[src/rtl/sdram_multiport_front.sv]
// Multi-channel SRAM-like front end for the DDR3 controller UI port.
// NUM_CH request channels take turns round-robin on the single controller
// port. Each channel's ready flag only moves on the slow-logic clock-enable
// strobe, so slow masters see a clean four-phase handshake.
//
// state  | meaning
// -------+----------------------------------------------------------
// IDLE   | no transaction; pick the next pending channel, if any
// ISSUE  | first cycle of sd_cs for the granted channel
// WAIT   | sd_* held, waiting for sd_ready from the controller
// DRAIN  | one cycle with sd_cs low so the controller sees the release
module sdram_multiport_front #(
  parameter int NUM_CH  = 3,
  parameter int ADDR_W  = 32,
  parameter int DATA_W  = 16,
  parameter int EXTRA_W = 48,
  localparam int BE_W   = DATA_W / 8,
  localparam int GW     = (NUM_CH > 1) ? $clog2(NUM_CH) : 1
) (
  input  logic                        clk,
  input  logic                        i_rst,
  input  logic                        i_rtl_ce,
  input  logic [NUM_CH*ADDR_W-1:0]    ch_addr,
  input  logic [NUM_CH-1:0]           ch_cs,
  input  logic [NUM_CH-1:0]           ch_we,
  input  logic [NUM_CH*BE_W-1:0]      ch_be,
  input  logic [NUM_CH*DATA_W-1:0]    ch_wr,
  input  logic [NUM_CH-1:0]           ch_big_r,
  output logic [NUM_CH*DATA_W-1:0]    ch_rd,
  output logic [NUM_CH*EXTRA_W-1:0]   ch_rd_x,
  output logic [NUM_CH-1:0]           ch_ready,
  output logic [ADDR_W-1:0]           sd_addr,
  output logic                        sd_cs,
  output logic [BE_W-1:0]             sd_be,
  output logic                        sd_we,
  output logic [DATA_W-1:0]           sd_wr,
  output logic                        sd_big_r,
  input  logic [DATA_W-1:0]           sd_rd,
  input  logic [EXTRA_W-1:0]          sd_rd_x,
  input  logic                        sd_ready,
  output logic                        o_busy,
  output logic [GW-1:0]               o_grant
);

  typedef enum logic [1:0] {S_IDLE, S_ISSUE, S_WAIT, S_DRAIN} state_t;

  state_t                      r_state;
  logic [GW-1:0]               r_rr;
  logic [GW-1:0]               r_grant;
  logic [NUM_CH-1:0]           r_done;
  logic [NUM_CH-1:0]           r_ready;
  logic [NUM_CH*DATA_W-1:0]    r_rd;
  logic [NUM_CH*EXTRA_W-1:0]   r_rd_x;
  logic [ADDR_W-1:0]           r_sd_addr;
  logic                        r_sd_cs;
  logic [BE_W-1:0]             r_sd_be;
  logic                        r_sd_we;
  logic [DATA_W-1:0]           r_sd_wr;
  logic                        r_sd_big_r;

  logic [NUM_CH-1:0]           w_pending;
  logic                        w_any;
  logic [GW-1:0]               w_gidx;

  // Round-robin pick: first pending channel strictly after the last one served.
  always_comb begin : rr_pick
    logic [GW-1:0] idx;
    logic          found;
    w_pending = ch_cs & ~r_done & ~r_ready;
    w_any     = |w_pending;
    w_gidx    = '0;
    found     = 1'b0;
    idx       = r_rr;
    for (int k = 0; k < NUM_CH; k++) begin
      idx = (idx == GW'(NUM_CH - 1)) ? '0 : idx + 1'b1;
      if (!found && w_pending[idx]) begin
        found  = 1'b1;
        w_gidx = idx;
      end
    end
  end

  // Sequencer, controller-port registers and slow-strobe ready publication.
  always_ff @(posedge clk) begin
    if (i_rst) begin
      r_state    <= S_IDLE;
      r_rr       <= GW'(NUM_CH - 1);
      r_grant    <= '0;
      r_done     <= '0;
      r_ready    <= '0;
      r_rd       <= '0;
      r_rd_x     <= '0;
      r_sd_addr  <= '0;
      r_sd_cs    <= 1'b0;
      r_sd_be    <= '0;
      r_sd_we    <= 1'b0;
      r_sd_wr    <= '0;
      r_sd_big_r <= 1'b0;
    end else begin
      // A done flag set on this same edge is published at the next strobe,
      // because the loop below still sees the old done value.
      if (i_rtl_ce) begin
        for (int i = 0; i < NUM_CH; i++) begin
          if (r_done[i]) begin
            r_ready[i] <= 1'b1;
            r_done[i]  <= 1'b0;
          end else if (r_ready[i] && !ch_cs[i]) begin
            r_ready[i] <= 1'b0;
          end
        end
      end

      case (r_state)
        S_IDLE: begin
          if (w_any) begin
            r_sd_addr  <= ch_addr[w_gidx*ADDR_W +: ADDR_W];
            r_sd_be    <= ch_be[w_gidx*BE_W +: BE_W];
            r_sd_we    <= ch_we[w_gidx];
            r_sd_wr    <= ch_wr[w_gidx*DATA_W +: DATA_W];
            r_sd_big_r <= ch_big_r[w_gidx];
            r_sd_cs    <= 1'b1;
            r_rr       <= w_gidx;
            r_grant    <= w_gidx;
            r_state    <= S_ISSUE;
          end
        end
        S_ISSUE: r_state <= S_WAIT;
        S_WAIT: begin
          if (sd_ready) begin
            if (!r_sd_we) begin
              r_rd[r_grant*DATA_W +: DATA_W]     <= sd_rd;
              r_rd_x[r_grant*EXTRA_W +: EXTRA_W] <= sd_rd_x;
            end
            // Granted channel was not done, so this never races the clear above.
            r_done[r_grant] <= 1'b1;
            r_sd_cs         <= 1'b0;
            r_state         <= S_DRAIN;
          end
        end
        S_DRAIN: r_state <= S_IDLE;
        default: r_state <= S_IDLE;
      endcase
    end
  end

  assign ch_rd    = r_rd;
  assign ch_rd_x  = r_rd_x;
  assign ch_ready = r_ready;
  assign sd_addr  = r_sd_addr;
  assign sd_cs    = r_sd_cs;
  assign sd_be    = r_sd_be;
  assign sd_we    = r_sd_we;
  assign sd_wr    = r_sd_wr;
  assign sd_big_r = r_sd_big_r;
  assign o_busy   = (r_state != S_IDLE);
  assign o_grant  = r_grant;

endmodule

[config.mk]
export PLATFORM = sky130hd
export DESIGN_NAME = sdram_multiport_front
export DESIGN_NICKNAME = d
export VERILOG_FILES = /design/src/rtl/sdram_multiport_front.sv
export SDC_FILE = /design/constraint.sdc
export NUM_CORES = 1
export LEC_CHECK = 0
export BUFFER_PORTS_ARGS = -buffer_cell sky130_fd_sc_hd__buf_2
export CAP_MARGIN = 20
export CORE_ASPECT_RATIO = 0.9
export CORE_UTILIZATION = 34
export DETAILED_ROUTE_END_ITERATION = 12
export PLACE_DENSITY_LB_ADDON = 0.1
export SETUP_SLACK_MARGIN = 0.02
export SYNTH_ARGS = -nofsm -noshare
export SYNTH_HDL_FRONTEND = slang
export SYNTH_SLANG_ARGS = --single-unit
[constraint.sdc]
create_clock -name clk -period 6.75 [get_ports clk]
set_input_delay 0 -clock clk [delete_from_list [all_inputs] [get_ports clk]]
set_output_delay 0 -clock clk [all_outputs]
set_load 0.1 [all_outputs]
==> reports/metrics.yaml, run 1 <==
route:
  dr.pass1.iters: 5
  wirelength_um: 56300
  top_layer_used: "met5"
  wl_met2_um: 24100
  drt_iter0_markers: 1067
  routed-via-count: 14600
  drc: 0
  ant_nets: 0
  viasPerCell: 5.65
  wl_per_cell_um: 21.8
  m1WireLength_um: 25600
  met3_length_um: 4870
clocking:
  htreeDepth: 1
  clock_latency_ns: 0.57
  cts_root_buffer: "clkbuf_16"
  clockBufferDepth: 3
  clock_sinks: 256
  tritoncts: "yes"
  cts-hold-fix-buffers: 177
  clk_pin_slew_ns: 0.06
  cts-resized-gates: 0
  cts_made_buffers: 30
  postCtsSetupBuffers: 0
sta:
  worst_pin_slew_ns: 1.12
  max_slew_margin: 0.252
  setup_viol: 0
  drv_slew: 0
  max_freq_ghz: 0.260
  min_period_over_period: 0.570
  final_hold_viol_count: 0
  holdWs_ns: 0.0242
  rsz0062_at_grt: "false"
  tns_ns: 0
  final.min_clock_period_ns: 3.85
  skew_ns: 0.0126
critical_path:
  path_delay_family: "buffers and inverters"
  endpoint_kind: "flop"
  crit_cells: 8
  critPathBufInv: 3
  crit_path_start_kind: "flop"
  cpMostUsedCell: "buf_4"
  crit_required_ns: 7.26
  critPathSlowestCell: "nor3b_2"
  reg2regPathDepth: 8
  path_cells: "inv_1 -> ha_2 -> buf_4 -> nor3b_2 -> buf_4 -> nand2_1 -> o21ai_0 -> a22o_1"
  slowest_delay_ns: 0.92
  cp_data_arrival_time_ns: 4.36
  critPathKind: "reg -> reg"
  worstPathMaxFanout: 54
cells_and_area:
  area_growth_pct: 40.1
  post-route-util: 0.488
  drive_gt1_frac: 0.311
  final_nets: 2311
  n_fill_cell: 3683
logic_synthesis:
  seq_area_frac_synth: 0.392
  syn_area_um2: 13100
  yosysWarnings: 0
  synthCells: 1533
  synth_enable_flop_cells: 0
  avgSynthCellArea_um2: 8.53
  synth_largest_area_cell: "dfxtp_1"
  synth_seq_cells: 256
  synth-async-reset-ratio: 0
  synth.distinct_cells: 60
  syn-num-nets: 1769
  synth.area.top_cells: "dfxtp_1 39%, a22oi_1 4.6%, nand2_1 4.4%"
  synth_top_area_frac: 0.392
  ys_top_cells_by_count: "256 x dfxtp_1, 153 x nand2_1, 114 x a21oi_1, 99 x nor2_1, 89 x clkbuf_1"
  synth.most_common_cell: "dfxtp_1"
  synth_top_flop_cell: "dfxtp_1"
floorplanning:
  design.core.area_um2: 37600
  rows: 67
  ios: 478
  fp.dieW_um: 209
  die_h_um: 188
  die_area_um2: 39300
  initial_core_util: 0.348
place:
  dp_hpwl_um: 37800
  io_buffers: 477
  gp_congestion: 0.866
min_path:
  hp-class: "in -> reg"
  hold_depth: 2
power:
  leakage_uw: 0.00788
  powerDensity_nw_per_um2: 386
  ir_drop_mv: 0.260
global_route:
  antenna_found_initial: 5
  grt_max_degree: 105
  overflow: 0
  grt_use_total: 0.272
  grt_pass1_wl_um: 84400
  grt_pass1_vias: 13700
run:
  max_cap_violations: 0
status:
  outcome: "completed"
==> flip-flops by register name, indices dropped and copies added (netlist names) <==
name	flops
sd_addr	32
ch_ready	3
sd_cs	1
ch_rd	48
sd_big_r	1
r_done	3
r_state	2
sd_we	1
r_rr	2
o_grant	1
sd_wr	16
ch_rd_x	144
sd_be	2
==> cell families after synthesis <==
logic type      Yosys count  share of synthesized area
fa+ha+maj                 9                    0.00861
xor+xnor                  1                   0.000670
flops                   256                      0.392
compound gates          653                      0.356
mux                      31                     0.0251
buf+inv                 182                     0.0668
simple gates            401                      0.151
==> routing by layer <==
| layer | vias up | GRT usage |
|---|---|---|
| met5 | - | 0 |
| met4 | 2 | 0.0930 |
| met3 | 96 | 0.0737 |
| met2 | 622 | 0.398 |
| met1 | 7066 | 0.380 |
| li1 | 6827 | - |
==> layout by cell type, fill, tap and decap left out, drive strengths merged, types with 7 or more instances in the layout <==
master	n
buf	508
dfxtp	256
dlygate4sd3	177
nand2	154
a21oi	114
o21ai	105
nor2	100
a22oi	81
a32oi	57
o22ai	54
a21o	52
o31ai	52
a211oi	52
nand3	50
clkbuf	45
or3b	33
o2bb2ai	31
and2	31
a22o	30
mux2i	17
a2bb2oi	15
mux2	14
ha	9
clkinv	8
diode	7
nor3	7
==> path summary, 6_finish.rpt <==
kind	slack [ns]	startpoint	endpoint
worst max-delay path	2.90	o_grant[1]	ch_rd_x[112]
worst min-delay path	0.02	i_rst	ch_rd[8]
worst max register to register	2.90	o_grant[1]	ch_rd_x[112]
worst min register to register	0.45	ch_rd_x[53]	ch_rd_x[53]
==> report_power, final <==
group	switching (µW)	leakage, µW	internal, µW
clock network	677	0.000489	960
logic	2650	0.00531	962
registers	111	0.00208	1710
total	3430	0.00788	3630
==> per-stage QoR <==
step           setup slack (ns)  total power, µW  std cells  instance area, µm²
6_report                   2.90             7070       2587               18300
5_1_grt                    2.68             7360       2584               18300
4_1_cts                    3.00             7060       2576               18300
3_5_place_dp               3.03             5160       2345               15500
3_3_place_gp               3.12             5140       2344               15500
2_1_floorplan              3.94             4520       1533               13100
==> final cells by class <==
cell class | instances | area (µm²) | area share
Multi-Input combinational cell | 1095 | 7150 | 0.390
Sequential cell | 256 | 5130 | 0.280
Timing Repair Buffer | 685 | 4410 | 0.241
Clock buffer | 45 | 908 | 0.0496
Tap cell | 483 | 604 | 0.0330
Clock inverter | 9 | 76.3 | 0.00416
Inverter | 7 | 26.3 | 0.00143
Antenna cell | 7 | 17.5 | 0.000956
==> worst register-to-register path: cells and delay by family, from the launching register on <==
kind	cells	cell delay, ns
and+or+nand+nor	2	1.00
adders and majority gates	1	0.86
buffers and inverters	3	1.10
AOI/OAI and AO/OA	2	0.42
DFF	1	0.41
Note: power is estimated with default switching activity, not from simulation.
==> inputs of run 2 (changes only) <==
Clock period 6.75 ns to 3.32 ns, I/O delays scaled along.
==> reports/metrics.yaml, run 2 (synthesized netlist as in run 1, its figures left out) <==
critical_path:
  critPathBufInv: 2  # was 3
  cp_data_arrival_time_ns: 3.34  # was 4.36 ns
  worstPathMaxFanout: 37  # was 54
  path_cells: "or3b_4 -> buf_4 -> o22ai_1 -> a211oi_1 -> o21ai_1 -> dlygate4sd3_1"  # was inv_1 -> ha_2 -> buf_4 -> nor3b_2 -> buf_4 -> nand2_1 -> o21ai_0 -> a22o_1
  critPathSlowestCell: "dlygate4sd3_1"  # was nor3b_2
  slowest_delay_ns: 0.56  # was 0.92 ns
  path_delay_family: "buffers and inverters"  # unchanged
  critPathKind: "reg -> reg"  # unchanged
  crit_path_start_kind: "flop"  # unchanged
  endpoint_kind: "flop"  # unchanged
  crit_required_ns: 3.78  # was 7.26 ns
sta:
  max_slew_margin: 0.332  # was 0.252
  drv_slew: 0  # unchanged
  rsz0062_at_grt: "false"  # unchanged
  worst_pin_slew_ns: 0.996  # was 1.12 ns
  final.min_clock_period_ns: 2.88  # was 3.85 ns
  worst_slack_ns: 0.437  # was 2.90 ns
  skew_ns: 0.0266  # was 0.0126 ns
  max_freq_ghz: 0.347  # was 0.260 GHz
  final_hold_viol_count: 0  # unchanged
  tns_ns: 0  # unchanged
  min_period_over_period: 0.868  # was 0.570
  setup_viol: 0  # unchanged
place:
  dp_hpwl_um: 39200  # was 37800 µm
  gp_congestion: 0.869  # was 0.866
  dpl_worst_slack_ns: 0.666  # was 3.03 ns
  io_buffers: 477  # unchanged
clocking:
  postCtsSetupBuffers: 0  # unchanged
  cts-resized-gates: 0  # unchanged
  clock_sinks: 256  # unchanged
  clock_latency_ns: 0.57  # about the same
  tritoncts: "yes"  # unchanged
  cts_made_buffers: 30  # unchanged
  cts_root_buffer: "clkbuf_16"  # unchanged
  clockBufferDepth: 3  # unchanged
  clk_pin_slew_ns: 0.06  # about the same
  htreeDepth: 1  # unchanged
  cts-hold-fix-buffers: 177  # unchanged
cells_and_area:
  largest_register_ffs: 144  # unchanged
  n_fill_cell: 3668  # was 3683
  post-route-util: 0.493  # was 0.488
  layout_common_cells: "476 x buf_2, 254 x dfxtp_1, 177 x dlygate4sd3_1"  # unchanged
  drive_gt1_frac: 0.318  # was 0.311
  area_growth_pct: 41.4  # was 40.1%
  final_nets: 2328  # was 2311
  layout_commonest_cell: "buf_2"  # unchanged
global_route:
  overflow: 0  # unchanged
  grt_pass1_vias: 13900  # was 13700
  grt_pass1_wl_um: 85800  # was 84400 µm
  grt_max_degree: 59  # was 105
  antenna_found_initial: 5  # unchanged
  grt_use_total: 0.277  # was 0.272
power:
  leakage_uw: 0.00797  # was 0.00788 µW
  powerDensity_nw_per_um2: 786  # was 386 nW/µm²
  ir_drop_mv: 0.486  # was 0.260 mV
floorplanning:
  ios: 478  # unchanged
  die_area_um2: 39300  # unchanged
  design.core.area_um2: 37600  # unchanged
  initial_core_util: 0.348  # unchanged
  fp.dieW_um: 209  # unchanged
  rows: 67  # unchanged
  die_h_um: 188  # unchanged
route:
  wl_per_cell_um: 21.8  # about the same
  wirelength_um: 56800  # was 56300 µm
  dr.pass1.iters: 5  # unchanged
  viasPerCell: 5.65  # about the same
  drt_iter0_markers: 1303  # was 1067
  drc: 0  # unchanged
  routed-via-count: 14700  # was 14600
  ant_nets: 0  # unchanged
run:
  max_cap_violations: 0  # unchanged
status:
  outcome: "completed"  # unchanged
min_path:
  hp-class: "in -> reg"  # unchanged
[run 2: path summary, 6_finish.rpt]
path | start | end | slack, ns | cells after the start
setup / recovery | r_done[1] | sd_addr[31] | 0.44 | 6
hold / removal | i_rst | r_done[0] | 0.05 | 3
setup reg to reg | r_done[1] | sd_addr[31] | 0.44 | 6
hold reg to reg | ch_rd[25] | ch_rd[25] | 0.45 | 2
[run 2: power by group]
group / internal, µW / switching [µW]
clock: 2040 / 1390
sequential: 3480 / 242
combinational: 2010 / 5380
total: 7540 / 7010
[run 2: metal layers]
layer  share of wire  wire [µm]  vias to the layer above  track usage
met5         0.00023         13                        -            0
met4           0.029       1680                        2       0.0851
met3           0.084       4770                       85       0.0650
met2            0.43      24300                      659        0.402
met1            0.46      26000                     7085        0.400
li1                -          -                     6863            -
[run 2: worst register-to-register path, stage by stage, from the launching register on]
cell and delay, ns:
dfxtp_1 0.47, or3b_4 0.53, buf_4 0.48, o22ai_1 0.15, a211oi_1 0.44, o21ai_1 0.13, dlygate4sd3_1 0.56
[run 2: stage by stage]
step / cells / area (µm²) / total power (µW) / hold slack (ns)
floorplan: 1533 / 13100 / 9200 / 0.148
global placement: 2365 / 15700 / 10500 / 0.243
detailed placement: 2365 / 15700 / 10600 / 0.249
CTS: 2597 / 18500 / 14500 / 0.0306
global route: 2601 / 18500 / 15100 / 0.0767
finish: 2603 / 18500 / 14500 / 0.0518
[run 2: final cells by class]
cell class	instances	area, µm²	share of cell area
clock buffer	41	863	0.0467
antenna	5	12.5	0.000676
clock inverter	14	155	0.00839
inverter	7	26.3	0.00142
timing repair buffer	702	4560	0.246
sequential	256	5130	0.277
multi-input combinational	1095	7150	0.387
tap	483	604	0.0327
==> inputs of run 3 (changes only) <==
Settings changed: CORE_UTILIZATION 34 to 30.
==> reports/metrics.yaml, run 3 (synthesized netlist as in run 1, its figures left out) <==
global_route:
  grt_use_total: 0.254  # was 0.277
  overflow: 0  # unchanged
  antenna_found_initial: 5  # unchanged
  grt_max_degree: 105  # was 59
  grt_pass1_wl_um: 88500  # was 85800 µm
  grt_pass1_vias: 14100  # was 13900
clocking:
  clock_latency_ns: 0.55  # was 0.57 ns
  clock_sinks: 256  # unchanged
  cts_root_buffer: "clkbuf_16"  # unchanged
  tritoncts: "yes"  # unchanged
  htreeDepth: 2  # was 1
  clockBufferDepth: 3  # unchanged
  cts_made_buffers: 34  # was 30
  clk_pin_slew_ns: 0.06  # about the same
power:
  p_comb_frac: 0.495  # was 0.508
  swShare: 0.476  # was 0.482
  seq_power_share: 0.248  # was 0.256
  ir_drop_mv: 0.477  # was 0.486 mV
  leakage_uw: 0.00801  # was 0.00797 µW
  powerDensity_nw_per_um2: 801  # was 786 nW/µm²
  power.internal_uw: 7840  # was 7540 µW
  clockPowerShare: 0.258  # was 0.236
  switching_power_uw: 7130  # was 7010 µW
critical_path:
  worstPathMaxFanout: 52  # was 37
  cpMostUsedCell: "buf_4"
  slowest_delay_ns: 0.57  # was 0.56 ns
  timing.rr.end: "sd_wr[4]"  # was sd_addr[31]
  path_delay_family: "buffers and inverters"  # unchanged
  crit_required_ns: 3.76  # was 3.78 ns
  critPathSlowestCell: "dlygate4sd3_1"  # unchanged
  reg2reg_from: "r_rr[0]"  # was r_done[1]
  cp_data_arrival_time_ns: 3.33  # was 3.34 ns
  crit_path_start_kind: "flop"  # unchanged
  endpoint_kind: "flop"  # unchanged
  critPathKind: "reg -> reg"  # unchanged
  reg2reg_slack_ns: 0.43  # was 0.44 ns
  critPathBufInv: 3  # was 2
  reg2regPathDepth: 7  # was 6
  path_cells: "buf_4 -> or2_2 -> buf_4 -> o22ai_1 -> a211oi_1 -> o21ai_1 -> dlygate4sd3_1"  # was or3b_4 -> buf_4 -> o22ai_1 -> a211oi_1 -> o21ai_1 -> dlygate4sd3_1
sta:
  max_slew_margin: 0.302  # was 0.332
  holdWs_ns: 0.114  # was 0.0518 ns
  worst_slack_ns: 0.427  # was 0.437 ns
  skew_ns: 0.0191  # was 0.0266 ns
  final_hold_viol_count: 0  # unchanged
  max_freq_ghz: 0.346  # was 0.347 GHz
  setup_viol: 0  # unchanged
  drv_slew: 0  # unchanged
  final.min_clock_period_ns: 2.89  # was 2.88 ns
  rsz0062_at_grt: "false"  # unchanged
  min_period_over_period: 0.871  # was 0.868
  tns_ns: 0  # unchanged
  worst_pin_slew_ns: 1.04  # was 0.996 ns
status:
  outcome: "completed"  # unchanged
min_path:
  hp-start: "ch_cs[1]"  # was i_rst
  hp-class: "in -> reg"  # unchanged
  hold_depth: 5  # was 3
  min_to: "r_rr[1]"  # was r_done[0]
cells_and_area:
  largest_register_ffs: 144  # unchanged
  layout_common_cells: "476 x buf_2, 254 x dfxtp_1, 177 x dlygate4sd3_1"  # unchanged
  final_nets: 2322  # was 2328
  layout_commonest_cell: "buf_2"  # unchanged
  area_growth_pct: 42.9  # was 41.4%
  drive_gt1_frac: 0.317  # was 0.318
floorplanning:
  ios: 478  # unchanged
  design.core.area_um2: 43000  # was 37600 µm²
  fp.dieW_um: 222  # was 209 µm
  initial_core_util: 0.304  # was 0.348
  die_h_um: 200  # was 188 µm
  die_area_um2: 44400  # was 39300 µm²
  rows: 72  # was 67
place:
  gp_congestion: 0.855  # was 0.869
  io_buffers: 477  # unchanged
  dp_hpwl_um: 39600  # was 39200 µm
  dpl_worst_slack_ns: 0.560  # was 0.666 ns
route:
  wirelength_um: 58600  # was 56800 µm
  m1WireLength_um: 27300  # was 26000 µm
  drc: 0  # unchanged
  wl_per_cell_um: 21.9  # was 21.8 µm
  routed-via-count: 14600  # was 14700
  viasPerCell: 5.46  # was 5.65
  met3_length_um: 4420  # was 4770 µm
  wl_met2_um: 25000  # was 24300 µm
  top_layer_used: "met5"  # unchanged
  drt_iter0_markers: 1137  # was 1303
  ant_nets: 0  # unchanged
  dr.pass1.iters: 5  # unchanged
run:
  max_cap_violations: 0  # unchanged
[run 3: worst min-delay path: cells and delay by family]
kind                   cells  cell delay [ns]
AND/OR/NAND/NOR            3             0.38
buffers and inverters      1             0.12
AO/OA/AOI/OAI              1             0.12
[run 3: layout make-up]
class / instances / area [µm²]
Clock buffer: 50 / 1020
Clock inverter: 10 / 148
Antenna cell: 5 / 12.5
Fill cell: 4285 / 24300
Timing Repair Buffer: 692 / 4500
Sequential cell: 256 / 5130
Inverter: 7 / 26.3
Tap cell: 555 / 694
Multi-Input combinational cell: 1095 / 7170
[run 3: worst max path at each step]
| stage | from | to | slack, ns | cells past startpoint |
|---|---|---|---|---|
| after floorplan | o_grant[1] | ch_rd_x[87] | 0.51 | 9 |
| after global placement | r_rr[0] | ch_rd_x[82] | 0.67 | 8 |
| after detailed placement | r_rr[0] | ch_rd_x[85] | 0.56 | 8 |
| after CTS | r_done[0] | sd_addr[27] | 0.44 | 6 |
| after global routing | r_done[0] | sd_addr[29] | 0.23 | 6 |
| final | r_rr[0] | sd_wr[4] | 0.43 | 7 |
[run 3: layer usage]
layer  GRT usage  vias up
met2       0.369      577
met3      0.0604       94
li1            -     6859
met5           0        -
met1       0.361     7046
met4      0.0980        2
[run 3: power by group through the flow]
| stage | registers [µW] | clock network (µW) | logic, µW |
|---|---|---|---|
| 6_report | 3710 | 3850 | 7400 |
| 5_1_grt | 3760 | 4080 | 7780 |
| 4_1_cts | 3700 | 3960 | 7340 |
| 3_5_place_dp | 3760 | 0 | 6820 |
| 3_3_place_gp | 3760 | 0 | 6780 |
| 2_1_floorplan | 6490 | 0 | 2710 |
[run 3: metrics by stage]
step                cell area (µm²)  utilization  power [µW]  std cells
finish                        18700        0.435       15000       2670
global route                  18700        0.435       15600       2669
CTS                           18700        0.435       15000       2665
detailed placement            15700        0.366       10600       2428
global placement              15700        0.366       10500       2427
floorplan                     13100            -        9200       1533
[run 3: repair_timing]
action | in CTS | in global routing
buffers inserted | 0 | 0
hold endpoints to repair | 188 | 0
resized for setup | 0 | 0
hold buffers | 177 | 0
